<file path="config.mk">
export PLATFORM = sky130hd
export DESIGN_NAME = hold_prompt_screen
export DESIGN_NICKNAME = d
export VERILOG_FILES = /design/src/rtl/hold_prompt_screen.sv
export SDC_FILE = /design/constraint.sdc
export NUM_CORES = 1
export LEC_CHECK = 0
export CAP_MARGIN = 10
export CORE_ASPECT_RATIO = 0.7
export CORE_MARGIN = 4
export CORE_UTILIZATION = 40
export CTS_CLUSTER_DIAMETER = 120
export DETAILED_ROUTE_END_ITERATION = 10
export SYNTH_ARGS = -nofsm -noshare
export SYNTH_HDL_FRONTEND = slang
export SYNTH_SLANG_ARGS = --single-unit
</file>
<file path="constraint.sdc">
create_clock -name clk -period 5.1 [get_ports clk]
set_input_delay 0.765 -clock clk [delete_from_list [all_inputs] [get_ports clk]]
set_output_delay 0.765 -clock clk [all_outputs]
set_load 0.02 [all_outputs]
</file>
<file path="src/rtl/hold_prompt_screen.sv">
// Animated "press and hold" tutorial screen for the 96x64 RGB565 OLED.
// Blinking button sprite, pressed offset, hold progress bar and a one-shot done pulse.
module hold_prompt_screen #(
    parameter int          HOLD_FRAMES  = 60,
    parameter int          BLINK_FRAMES = 15,
    parameter int          BTN_X        = 44,
    parameter int          BTN_Y        = 53,
    parameter int          BAR_X        = 8,
    parameter int          BAR_Y        = 40,
    parameter int          BAR_W        = 40,
    parameter logic [15:0] BG           = 16'hFFFF,
    parameter logic [15:0] FG           = 16'h0000
) (
    input  logic        clk,
    input  logic        rst_n,
    input  logic        enable,
    input  logic        frame_begin,
    input  logic        btn_held,
    input  logic [6:0]  x,
    input  logic [5:0]  y,
    output logic [15:0] oled_data,
    output logic        done,
    output logic [1:0]  state
);

    typedef enum logic [1:0] {
        IDLE    = 2'd0,
        PROMPT  = 2'd1,
        HOLDING = 2'd2,
        DONE    = 2'd3
    } state_e;

    localparam logic [15:0] BLUE  = 16'h001F;
    localparam logic [15:0] LBLUE = 16'h5FFF;
    localparam logic [15:0] GREEN = 16'h07E0;

    localparam logic [7:0] HOLD_LAST  = 8'(HOLD_FRAMES - 1);
    localparam logic [7:0] HOLD_FULL  = 8'(HOLD_FRAMES);
    localparam logic [7:0] BLINK_LAST = 8'(BLINK_FRAMES - 1);

    localparam logic [6:0] BAR_X0 = 7'(BAR_X);
    localparam logic [6:0] BAR_X1 = 7'(BAR_X + BAR_W - 1);
    localparam logic [5:0] BAR_Y0 = 6'(BAR_Y);
    localparam logic [5:0] BAR_Y1 = 6'(BAR_Y + 3);
    localparam logic [6:0] BTN_X0 = 7'(BTN_X);
    localparam logic [6:0] BTN_X1 = 7'(BTN_X + 14);
    localparam logic [5:0] BTN_Y0 = 6'(BTN_Y);
    localparam logic [6:0] X_LIM  = 7'd96;

    state_e      state_q, state_d;
    logic [7:0]  hold_cnt_q, hold_cnt_d;
    logic [7:0]  blink_cnt_q, blink_cnt_d;
    logic        blink_q, blink_d;
    logic        done_q, done_d;
    logic [15:0] oled_q, oled_d;

    always_ff @(posedge clk) begin
        if (!rst_n) begin
            state_q     <= IDLE;
            hold_cnt_q  <= 8'd0;
            blink_cnt_q <= 8'd0;
            blink_q     <= 1'b0;
            done_q      <= 1'b0;
            oled_q      <= BG;
        end else begin
            state_q     <= state_d;
            hold_cnt_q  <= hold_cnt_d;
            blink_cnt_q <= blink_cnt_d;
            blink_q     <= blink_d;
            done_q      <= done_d;
            oled_q      <= oled_d;
        end
    end

    // State only advances on frame_begin so a whole frame renders from one state.
    always_comb begin
        state_d     = state_q;
        hold_cnt_d  = hold_cnt_q;
        blink_cnt_d = blink_cnt_q;
        blink_d     = blink_q;
        if (!enable) begin
            state_d     = IDLE;
            hold_cnt_d  = 8'd0;
            blink_cnt_d = 8'd0;
            blink_d     = 1'b0;
        end else if (frame_begin) begin
            unique case (state_q)
                IDLE: begin
                    state_d     = PROMPT;
                    hold_cnt_d  = 8'd0;
                    blink_cnt_d = 8'd0;
                    blink_d     = 1'b0;
                end
                PROMPT: begin
                    if (btn_held) begin
                        state_d    = HOLDING;
                        hold_cnt_d = 8'd1;
                    end else if (blink_cnt_q >= BLINK_LAST) begin
                        blink_cnt_d = 8'd0;
                        blink_d     = ~blink_q;
                    end else begin
                        blink_cnt_d = blink_cnt_q + 8'd1;
                    end
                end
                HOLDING: begin
                    if (!btn_held) begin
                        state_d     = PROMPT;
                        hold_cnt_d  = 8'd0;
                        blink_cnt_d = 8'd0;
                        blink_d     = 1'b0;
                    end else if (hold_cnt_q >= HOLD_LAST) begin
                        state_d    = DONE;
                        hold_cnt_d = HOLD_FULL;
                    end else begin
                        hold_cnt_d = hold_cnt_q + 8'd1;
                    end
                end
                DONE: begin
                    state_d = DONE;
                end
                default: begin
                    state_d = IDLE;
                end
            endcase
        end
        done_d = (state_d == DONE) && (state_q != DONE);
    end

    logic        in_bar, bar_edge, bar_fill;
    logic        in_btn, btn_edge;
    logic [5:0]  btn_y0, btn_y1;
    logic [15:0] bar_lhs, bar_rhs;
    logic [15:0] btn_fill;

    always_comb begin
        in_bar   = (x >= BAR_X0) && (x <= BAR_X1)
                && (y >= BAR_Y0) && (y <= BAR_Y1);
        bar_edge = in_bar && ((x == BAR_X0) || (x == BAR_X1)
                || (y == BAR_Y0) || (y == BAR_Y1));
        // Cross-multiplied fill test avoids a divider.
        bar_lhs  = (16'(x) - 16'(BAR_X + 1)) * 16'(HOLD_FRAMES);
        bar_rhs  = 16'(hold_cnt_q) * 16'(BAR_W - 2);
        bar_fill = bar_lhs < bar_rhs;

        btn_y0   = (state_q == HOLDING) ? (BTN_Y0 + 6'd1) : BTN_Y0;
        btn_y1   = btn_y0 + 6'd8;
        in_btn   = (x >= BTN_X0) && (x <= BTN_X1)
                && (y >= btn_y0) && (y <= btn_y1);
        btn_edge = (x == BTN_X0) || (x == BTN_X1)
                || (y == btn_y0) || (y == btn_y1);

        btn_fill = BLUE;
        if (state_q == DONE)
            btn_fill = GREEN;
        else if (state_q == PROMPT && blink_q)
            btn_fill = LBLUE;

        oled_d = BG;
        if (state_q == IDLE || x >= X_LIM)
            oled_d = BG;
        else if (bar_edge)
            oled_d = FG;
        else if (in_bar)
            oled_d = bar_fill ? GREEN : BG;
        else if (in_btn)
            oled_d = btn_edge ? FG : btn_fill;
    end

    assign oled_data = oled_q;
    assign done      = done_q;
    assign state     = state_q;

endmodule

</file>
==> metrics.log, run 1 <==
[metrics] Area growth syn-to-layout: 28.4%
[metrics] unrepaired setup endpoints after global routing: no
[metrics] area share of fa/ha/maj cells after synthesis: 26.3%
[metrics] max-capacitance violation count: 0
[metrics] setup total negative slack: 0 ns
[metrics] worst slew margin relative to its limit: 59.7%
[metrics] initial drt markers: 162
[metrics] commonest non-fill, non-tap cells in the layout: 52 x ha_1, 48 x inv_1, 48 x buf_4
[metrics] Routed WL per cell: 14.3 microns
[metrics] maximum fanout along the worst path: 8
[metrics] cell chosen for the clock root: clkbuf_16
[metrics] Hold Vio Cnt, Final: 0
[metrics] count of standard-cell rows: 27
[metrics] classification of the worst setup path: in -> reg
[metrics] sum of routed wire length over all layers: 8490 microns
[metrics] startpoint types: primary input
[metrics] Cell variety after synth: 64
[metrics] netlist area before placement: 0.00342 sq mm
[metrics] number of setup violations in the final report: 0
[metrics] vias in the first global route: 3057
[metrics] number of sinks handled by clock tree synthesis: 24
[metrics] origin of the critical flop-to-flop path: hold_cnt_q[0]
[metrics] flops & latches, synth: 24
[metrics] internal power component: 742 uW
[metrics] count of input and output buffers: 36
[metrics] die extent in x: 118 microns
[metrics] Power Total: 1170 uW
[metrics] die outline height: 85.3 microns
[metrics] drt via density: 5.44
[metrics] Crit Reg-Reg Endpoint: oled_data[4]
[metrics] area of the die: 0.0101 sq mm
[metrics] run status: completed
[metrics] worst setup skew after layout: 0.00637 ns
[metrics] worst vdd ir: 0.169 mV
[metrics] starting density of the core: 42.3%
[metrics] switching pwr: 425 uW
[metrics] cell depth of the worst flop-to-flop path: 15
[metrics] achievable frequency: 206 MHz
[metrics] most area-consuming cells after synthesis: ha_1 20%, dfxtp_1 14%, fa_1 5.9%
[metrics] CTS tree: yes
[metrics] Total GRT Usage: 16.7%
[metrics] cell family with most CP delay: compound AO/OA/AOI/OAI gates
[metrics] clock network fraction of total power: 19.1%
[metrics] commonest non-fill, non-tap cell in the layout: ha_1
[metrics] ratio of final minimum period to clock period: 95.3%
[metrics] antenna violations before repair: 0
[metrics] sequential cell area fraction in the yosys report: 14.1%
[metrics] area fraction of the dominant cell type after synthesis: 20.1%
[metrics] fraction of the mapped netlist area in compound gates: 20.4%
[metrics] cell occurring most often along the worst timing path: buf_4
[metrics] critical path endpoint category: flip-flop
[metrics] maximum number of pins on one net before global-route repair: 16
[metrics] number of enable-type register cells in the synthesized netlist: 0
[metrics] switching share of power: 36.4%
[metrics] Clk Latency, worst-skew pair: 0.26 ns
[metrics] Post-Syn Instances: 426
[metrics] minimum setup slack after placement: -0.501 ns
[metrics] half-perimeter wire length after placement: 6950 microns
[metrics] Worst-Margin Slew: 0.590 ns
[metrics] leakage power of the design: 0.00201 uW
[metrics] clock transition at the register clock pins on the worst setup and hold paths after CTS: 0.06 ns
[metrics] CP endpoint: oled_data[4]
[metrics] number of nets with antenna violations after detailed routing: 0
[metrics] min setup slack post-route: 0.241 ns
[metrics] fin nets: 578
[metrics] Worst setup startpoint: x[0]
[metrics] largest family of logic cells by synthesized area: adder cells
[metrics] placeable core region: 0.00807 sq mm
[metrics] register-to-register setup slack: 1.14 ns
[metrics] pwr/cell area: 266 mW/mm^2
[metrics] wire length of the first global-routing pass: 14200 microns
[metrics] I/O pin count: 37
[metrics] number of nets in the synthesized netlist: 509
[metrics] proportion of synthesized flip-flops having asynchronous set or reset: 0%
[metrics] CP Data Arrival Time: 4.98 ns
[metrics] sequential cell fraction of total power: 16.3%
[metrics] Detailed Routing Iterations Pass 1: 4
[metrics] simple-gate portion of the synthesized area: 20.5%
[metrics] total number of H-tree levels: 1
[metrics] proportion of layout cells with a drive suffix above 1: 16.6%
[metrics] diode insertion count for antenna repair: 0
[metrics] ordered cell list for the critical path: dlymetal6s2s_1 -> buf_4 -> o31a_4 -> nor2_4 -> inv_1 -> maj3_2 -> fa_1 -> inv_1 -> ha_1 -> buf_4 -> a221o_1 -> o21ai_2 -> a21o_1 -> o41ai_2 -> ha_1 -> and4_1 -> o2111ai_1 -> a31oi_1 -> o41ai_2 -> buf_4 -> a22oi_1
[metrics] main flop type after synthesis: dfxtp_1
[metrics] fraction of power consumed by combinational cells: 64.6%
[metrics] type of the most critical hold path: reg -> reg
[metrics] post-synthesis xor/xnor area fraction: 8.10%
[metrics] endpoint required time on the critical path: 5.22 ns
[metrics] Ys Warns: 0
[metrics] multiplexer share of the synthesized area: 0.879%
[metrics] Bufs on Longest Clock Path: 2
[metrics] number of buffer and inverter stages on the critical path: 6
[metrics] synthesized area per cell: 8.02 sq um
[metrics] DR DRC count: 0
[metrics] cell at the slowest stage of the critical path: fa_1
[metrics] Via Count: 3234
[metrics] total overflow reported by the global router: 0
[metrics] CTS Buf Count: 3
[metrics] cell type with the largest total area after synthesis: ha_1
[metrics] Crit path largest cell delay: 0.48 ns
[metrics] Period minus WS final: 4.86 ns
[metrics] Crit path depth: 21
[metrics] Slew Limit Fails: 0
[metrics] routability-driven placement congestion ratio: 0.820
## worst min path at each step
| stage | startpoint | to | slack (ns) | cells after the start |
|---|---|---|---|---|
| 6_report | blink_cnt_q[7] | blink_cnt_q[7] | 0.49 | 2 |
| 5_1_grt | blink_cnt_q[7] | blink_cnt_q[7] | 0.51 | 2 |
| 4_1_cts | blink_cnt_q[7] | blink_cnt_q[7] | 0.49 | 2 |
| 3_5_place_dp | blink_cnt_q[7] | blink_cnt_q[7] | 0.47 | 2 |
| 3_3_place_gp | blink_cnt_q[7] | blink_cnt_q[7] | 0.47 | 2 |
| 2_1_floorplan | blink_cnt_q[7] | blink_cnt_q[7] | 0.44 | 2 |
## area by class of cell
| type | count | area (sq um) |
|---|---|---|
| Clock buffer | 3 | 75.1 |
| Timing Repair Buffer | 85 | 742 |
| Tap cell | 101 | 126 |
| Fill cell | 758 | 3690 |
| Inverter | 51 | 191 |
| Clock inverter | 1 | 30.0 |
| Sequential cell | 24 | 480 |
| Multi-Input combinational cell | 330 | 2740 |
## stage by stage
stage | instance area [sq um] | hold WS, ns | util, % | cells
after floorplan | 3420 | 0.438 | - | 426
after global placement | 4090 | 0.467 | 50.7 | 585
after detailed placement | 4090 | 0.472 | 50.7 | 585
after CTS | 4300 | 0.489 | 53.2 | 592
after global routing | 4390 | 0.514 | 54.3 | 595
final | 4390 | 0.491 | 54.3 | 595
## logic make-up (layout without fill, tap and decap cells)
group,count (synthesis),in the layout
AOI/OAI and AO/OA,103,103
buffers and inverters,72,140
muxes,3,3
and+or+nand+nor,129,129
DFF,24,24
xor gates and xnor gates,29,29
adders and majority gates,66,66
## power groups by stage
stage          combinational [uW]  clock, uW  sequential [uW]
2_1_floorplan                 459          0              195
3_3_place_gp                  690          0              194
3_5_place_dp                  706          0              194
4_1_cts                       727        227              190
5_1_grt                       855        237              190
6_report                      753        223              190
## state kept, by name (all words and copies together) (netlist names)
register and cells:
blink_cnt_q 8, hold_cnt_q 8, blink_q 1, state 2
done 1, oled_data 4
## worst min-delay path, cell delays in order (launching register included)
cell and delay [ns]:
dfxtp_1 0.34, a31oi_1 0.05, nor2_1 0.07
## repair_timing
item | in CTS | in global routing
pin swaps | 8 | 9
endpoints found under the setup margin | 3 | 3
setup buffers | 3 | 3
hold buffers | 0 | 0
gates resized for setup | 14 | 15
## synthesized netlist by cell type (2+ instances only)
cell type	n
fa_1	10
nand4_1	6
ha_1	55
nor3_1	8
or3_1	2
and3_1	6
o21a_1	3
a2111oi_0	2
clkbuf_1	4
a21oi_1	21
o22ai_1	3
nand2b_1	7
o41ai_1	3
buf_4	13
nor2_1	34
nor4_1	4
buf_2	2
o21ai_0	24
a31oi_1	10
xor2_1	11
and2_1	7
inv_1	50
nand3b_1	3
nand2_1	20
o2111a_1	2
nand3_1	5
a21o_1	6
nor4bb_1	2
xnor2_2	3
nor3b_1	4
a221o_1	2
a22oi_1	4
nand4b_1	3
dfxtp_1	24
o31ai_1	3
o211ai_1	4
mux2i_1	3
a211oi_1	2
xnor2_1	15
nor2b_1	11
a311oi_1	2
## routing by layer
| layer | global-route usage [%] | part of all wire (%) | wire, microns |
|---|---|---|---|
| met4 | 2.21 | 0.54 | 46 |
| met1 | 26.3 | 55 | 4660 |
| met5 | 0 | 0 | 0 |
| met2 | 23.6 | 41 | 3450 |
| met3 | 3.26 | 3.9 | 335 |
Power figures use the tool's default switching activity.
==> run 2, diff against run 1 <==
--- a/config.mk
+++ b/config.mk
@@ -11,6 +11,7 @@
 export CORE_UTILIZATION = 40
 export CTS_CLUSTER_DIAMETER = 120
 export DETAILED_ROUTE_END_ITERATION = 10
+export MAX_ROUTING_LAYER = met4
 export SYNTH_ARGS = -nofsm -noshare
 export SYNTH_HDL_FRONTEND = slang
 export SYNTH_SLANG_ARGS = --single-unit
==> constraint.sdc (replaced) <==
create_clock -name clk -period 4.6 [get_ports clk]
set_input_delay 0.69 -clock clk [delete_from_list [all_inputs] [get_ports clk]]
set_output_delay 0.69 -clock clk [all_outputs]
set_load 0.02 [all_outputs]
==> run 2 against run 1 <==
  * Setup slack worse by 0.25 ns
  * Routed wire length up 5.5%
  * Via count up 3.7%
  * Clock skew down 0.0024 ns
  * Non-clock buffer count up 24
  * Combinational power up 33%
  * Clock power up 13%
  * Die area unchanged
  * Core utilization up 5.0 points
  * First-iteration DRC count down 40%
  * Critical endpoint is now oled_data[14]
  * The flow now finishes with violations (setup timing)
  * Sequential power up 11%
==> metrics.log, run 2 (synthesized netlist as in run 1, its figures left out) <==
[metrics] run status: finished with violations (was completed)
[metrics] failing checks: setup timing
[metrics] starting density of the core: 42.3% (unchanged)
[metrics] worst vdd ir: 0.171 mV (was 0.169 mV)
[metrics] vias in the first global route: 3283 (was 3057)
[metrics] endpoint required time on the critical path: 4.72 ns (was 5.22 ns)
[metrics] sequential cell fraction of total power: 14.4% (was 16.3%)
[metrics] startpoint types: primary input (unchanged)
[metrics] worst setup skew after layout: 0.00396 ns (was 0.00637 ns)
[metrics] Total GRT Usage: 18.2% (was 16.7%)
[metrics] type of the most critical hold path: reg -> reg (unchanged)
[metrics] number of sinks handled by clock tree synthesis: 24 (unchanged)
[metrics] CP Data Arrival Time: 4.73 ns (was 4.98 ns)
[metrics] total overflow reported by the global router: 0 (unchanged)
[metrics] wire length of the first global-routing pass: 15200 microns (was 14200 microns)
[metrics] switching share of power: 37.0% (was 36.4%)
[metrics] internal power component: 924 uW (was 742 uW)
[metrics] clock transition at the register clock pins on the worst setup and hold paths after CTS: 0.07 ns (was 0.06 ns)
[metrics] classification of the worst setup path: in -> reg (unchanged)
[metrics] Slew Limit Fails: 0 (unchanged)
[metrics] Area growth syn-to-layout: 40.2% (was 28.4%)
[metrics] pwr/cell area: 306 mW/mm^2 (was 266 mW/mm^2)
[metrics] commonest non-fill, non-tap cell in the layout: buf_4 (was ha_1)
[metrics] minimum setup slack after placement: -0.778 ns (was -0.501 ns)
[metrics] origin of the critical flop-to-flop path: hold_cnt_q[4] (was hold_cnt_q[0])
[metrics] max-capacitance violation count: 0 (unchanged)
[metrics] cell chosen for the clock root: clkbuf_16 (unchanged)
[metrics] clock network fraction of total power: 17.2% (was 19.1%)
[metrics] routability-driven placement congestion ratio: 0.836 (was 0.820)
[metrics] Worst setup startpoint: x[0] (unchanged)
[metrics] min setup slack post-route: -0.00822 ns (was 0.241 ns)
[metrics] Bufs on Longest Clock Path: 2 (unchanged)
[metrics] drt via density: 5.42 (was 5.44)
[metrics] Fill cells: 681 (was 758)
[metrics] commonest non-fill, non-tap cells in the layout: 64 x buf_4, 46 x ha_1, 42 x inv_1 (was 52 x ha_1, 48 x inv_1, 48 x buf_4)
[metrics] Clk Latency, worst-skew pair: 0.26 ns (about the same)
[metrics] cell at the slowest stage of the critical path: fa_1 (unchanged)
[metrics] CTS Buf Count: 3 (unchanged)
[metrics] Hold Vio Cnt, Final: 0 (unchanged)
[metrics] leakage power of the design: 0.00213 uW (was 0.00201 uW)
[metrics] Crit path largest cell delay: 0.50 ns (was 0.48 ns)
[metrics] fraction of power consumed by combinational cells: 68.4% (was 64.6%)
[metrics] sum of routed wire length over all layers: 8950 microns (was 8490 microns)
[metrics] Detailed Routing Iterations Pass 1: 4 (unchanged)
[metrics] unrepaired setup endpoints after global routing: yes (was no)
[metrics] number of nets with antenna violations after detailed routing: 0 (unchanged)
[metrics] antenna violations before repair: 0 (unchanged)
[metrics] Hold-fix buffers, CTS: 0 (unchanged)
[metrics] diode insertion count for antenna repair: 0 (unchanged)
[metrics] count of input and output buffers: 36 (unchanged)
[metrics] proportion of layout cells with a drive suffix above 1: 25.5% (was 16.6%)
[metrics] cell family with most CP delay: adder cells (was compound AO/OA/AOI/OAI gates)
[metrics] Routed WL per cell: 14.5 microns (was 14.3 microns)
[metrics] ordered cell list for the critical path: buf_12 -> inv_6 -> ha_4 -> buf_6 -> xor2_4 -> ha_4 -> xnor2_4 -> fa_1 -> inv_1 -> ha_4 -> and3_4 -> a221o_1 -> o21ai_1 -> a21o_1 -> o41ai_2 -> ha_1 -> and4_1 -> o2111ai_2 -> a31oi_1 -> o41ai_2 -> buf_4 -> a22oi_1 (was dlymetal6s2s_1 -> buf_4 -> o31a_4 -> nor2_4 -> inv_1 -> maj3_2 -> fa_1 -> inv_1 -> ha_1 -> buf_4 -> a221o_1 -> o21ai_2 -> a21o_1 -> o41ai_2 -> ha_1 -> and4_1 -> o2111ai_1 -> a31oi_1 -> o41ai_2 -> buf_4 -> a22oi_1)
[metrics] fin nets: 602 (was 578)
[metrics] area of the die: 0.0101 sq mm (unchanged)
[metrics] Worst-Margin Slew: 0.651 ns (was 0.590 ns)
[metrics] maximum number of pins on one net before global-route repair: 15 (was 16)
[metrics] count of standard-cell rows: 27 (unchanged)
[metrics] origin of the worst min-delay path: blink_cnt_q[5] (was blink_cnt_q[7])
[metrics] placeable core region: 0.00807 sq mm (unchanged)
[metrics] CTS tree: yes (unchanged)
[metrics] I/O pin count: 37 (unchanged)
[metrics] die extent in x: 118 microns (unchanged)
[metrics] number of buffer and inverter stages on the critical path: 5 (was 6)
[metrics] worst slew margin relative to its limit: 56.3% (was 59.7%)
[metrics] DR DRC count: 0 (unchanged)
[metrics] critical path endpoint category: flip-flop (unchanged)
[metrics] switching pwr: 542 uW (was 425 uW)
[metrics] maximum fanout along the worst path: 4 (was 8)
[metrics] fin util: 59.3% (was 54.3%)
[metrics] number of setup violations in the final report: 2 (was 0)
[metrics] achievable frequency: 217 MHz
[metrics] ratio of final minimum period to clock period: 100%
[metrics] Period minus WS final: 4.61 ns
[metrics] initial drt markers: 97 (was 162)
[metrics] cell occurring most often along the worst timing path: ha_4 (was buf_4)
[metrics] half-perimeter wire length after placement: 7050 microns (was 6950 microns)
[metrics] total number of H-tree levels: 1 (unchanged)
[metrics] Via Count: 3355 (was 3234)
[metrics] die outline height: 85.3 microns (unchanged)
[run 2: power by group through the flow]
stage | clock network [uW] | logic [uW] | registers [uW]
after floorplan | 0 | 555 | 216
after global placement | 0 | 845 | 216
after detailed placement | 0 | 861 | 216
after CTS | 254 | 910 | 211
after global routing | 261 | 1120 | 211
final | 252 | 1000 | 211
[run 2: stage by stage]
step                      TNS, ns  hold WS, ns  cell area [sq um]  std cells  total power, uW
after floorplan                 0        0.438               3580        426              771
after global placement      -2.03        0.471               4310        594             1060
after detailed placement    -2.32        0.478               4310        594             1080
after CTS                       0        0.491               4580        609             1370
after global routing       -0.654        0.532               4790        619             1600
final                     -0.0131        0.497               4790        619             1470
[run 2: what timing repair did]
item,4_1_cts,5_1_grt
resized for setup,34,39
setup endpoints to repair,3,3
pin swaps,22,31
buffers inserted,11,12
[run 2: area by class of cell]
class | instances | area, sq um | share of cell area [%]
tap | 101 | 126 | 2.64
timing repair buffer | 109 | 947 | 19.8
clock buffer | 3 | 75.1 | 1.57
clock inverter | 1 | 30.0 | 0.627
sequential | 24 | 480 | 10.0
multi-input combinational | 330 | 2930 | 61.1
inverter | 51 | 204 | 4.26
[run 2: worst paths after layout]
| path | endpoint | slack (ns) | cells past startpoint |
|---|---|---|---|
| setup / recovery | oled_data[14] | -0.008 | 22 |
| hold / removal | blink_cnt_q[5] | 0.50 | 2 |
| setup reg to reg | oled_data[14] | 0.55 | 17 |
| hold reg to reg | blink_cnt_q[5] | 0.50 | 2 |
[run 2: tightest hold or removal path: cells and delay by family, from the launching register on]
family             cells  cell delay (ns)
AOI/OAI and AO/OA      1             0.05
DFF                    1             0.35
and+or+nand+nor        1             0.07
[run 2: layer usage]
| metal | global-route usage (%) | part of all wire, % |
|---|---|---|
| met4 | 2.21 | 0.30 |
| met5 | - | 0 |
| met1 | 27.7 | 54 |
| met2 | 26.0 | 41 |
| met3 | 2.47 | 4.7 |
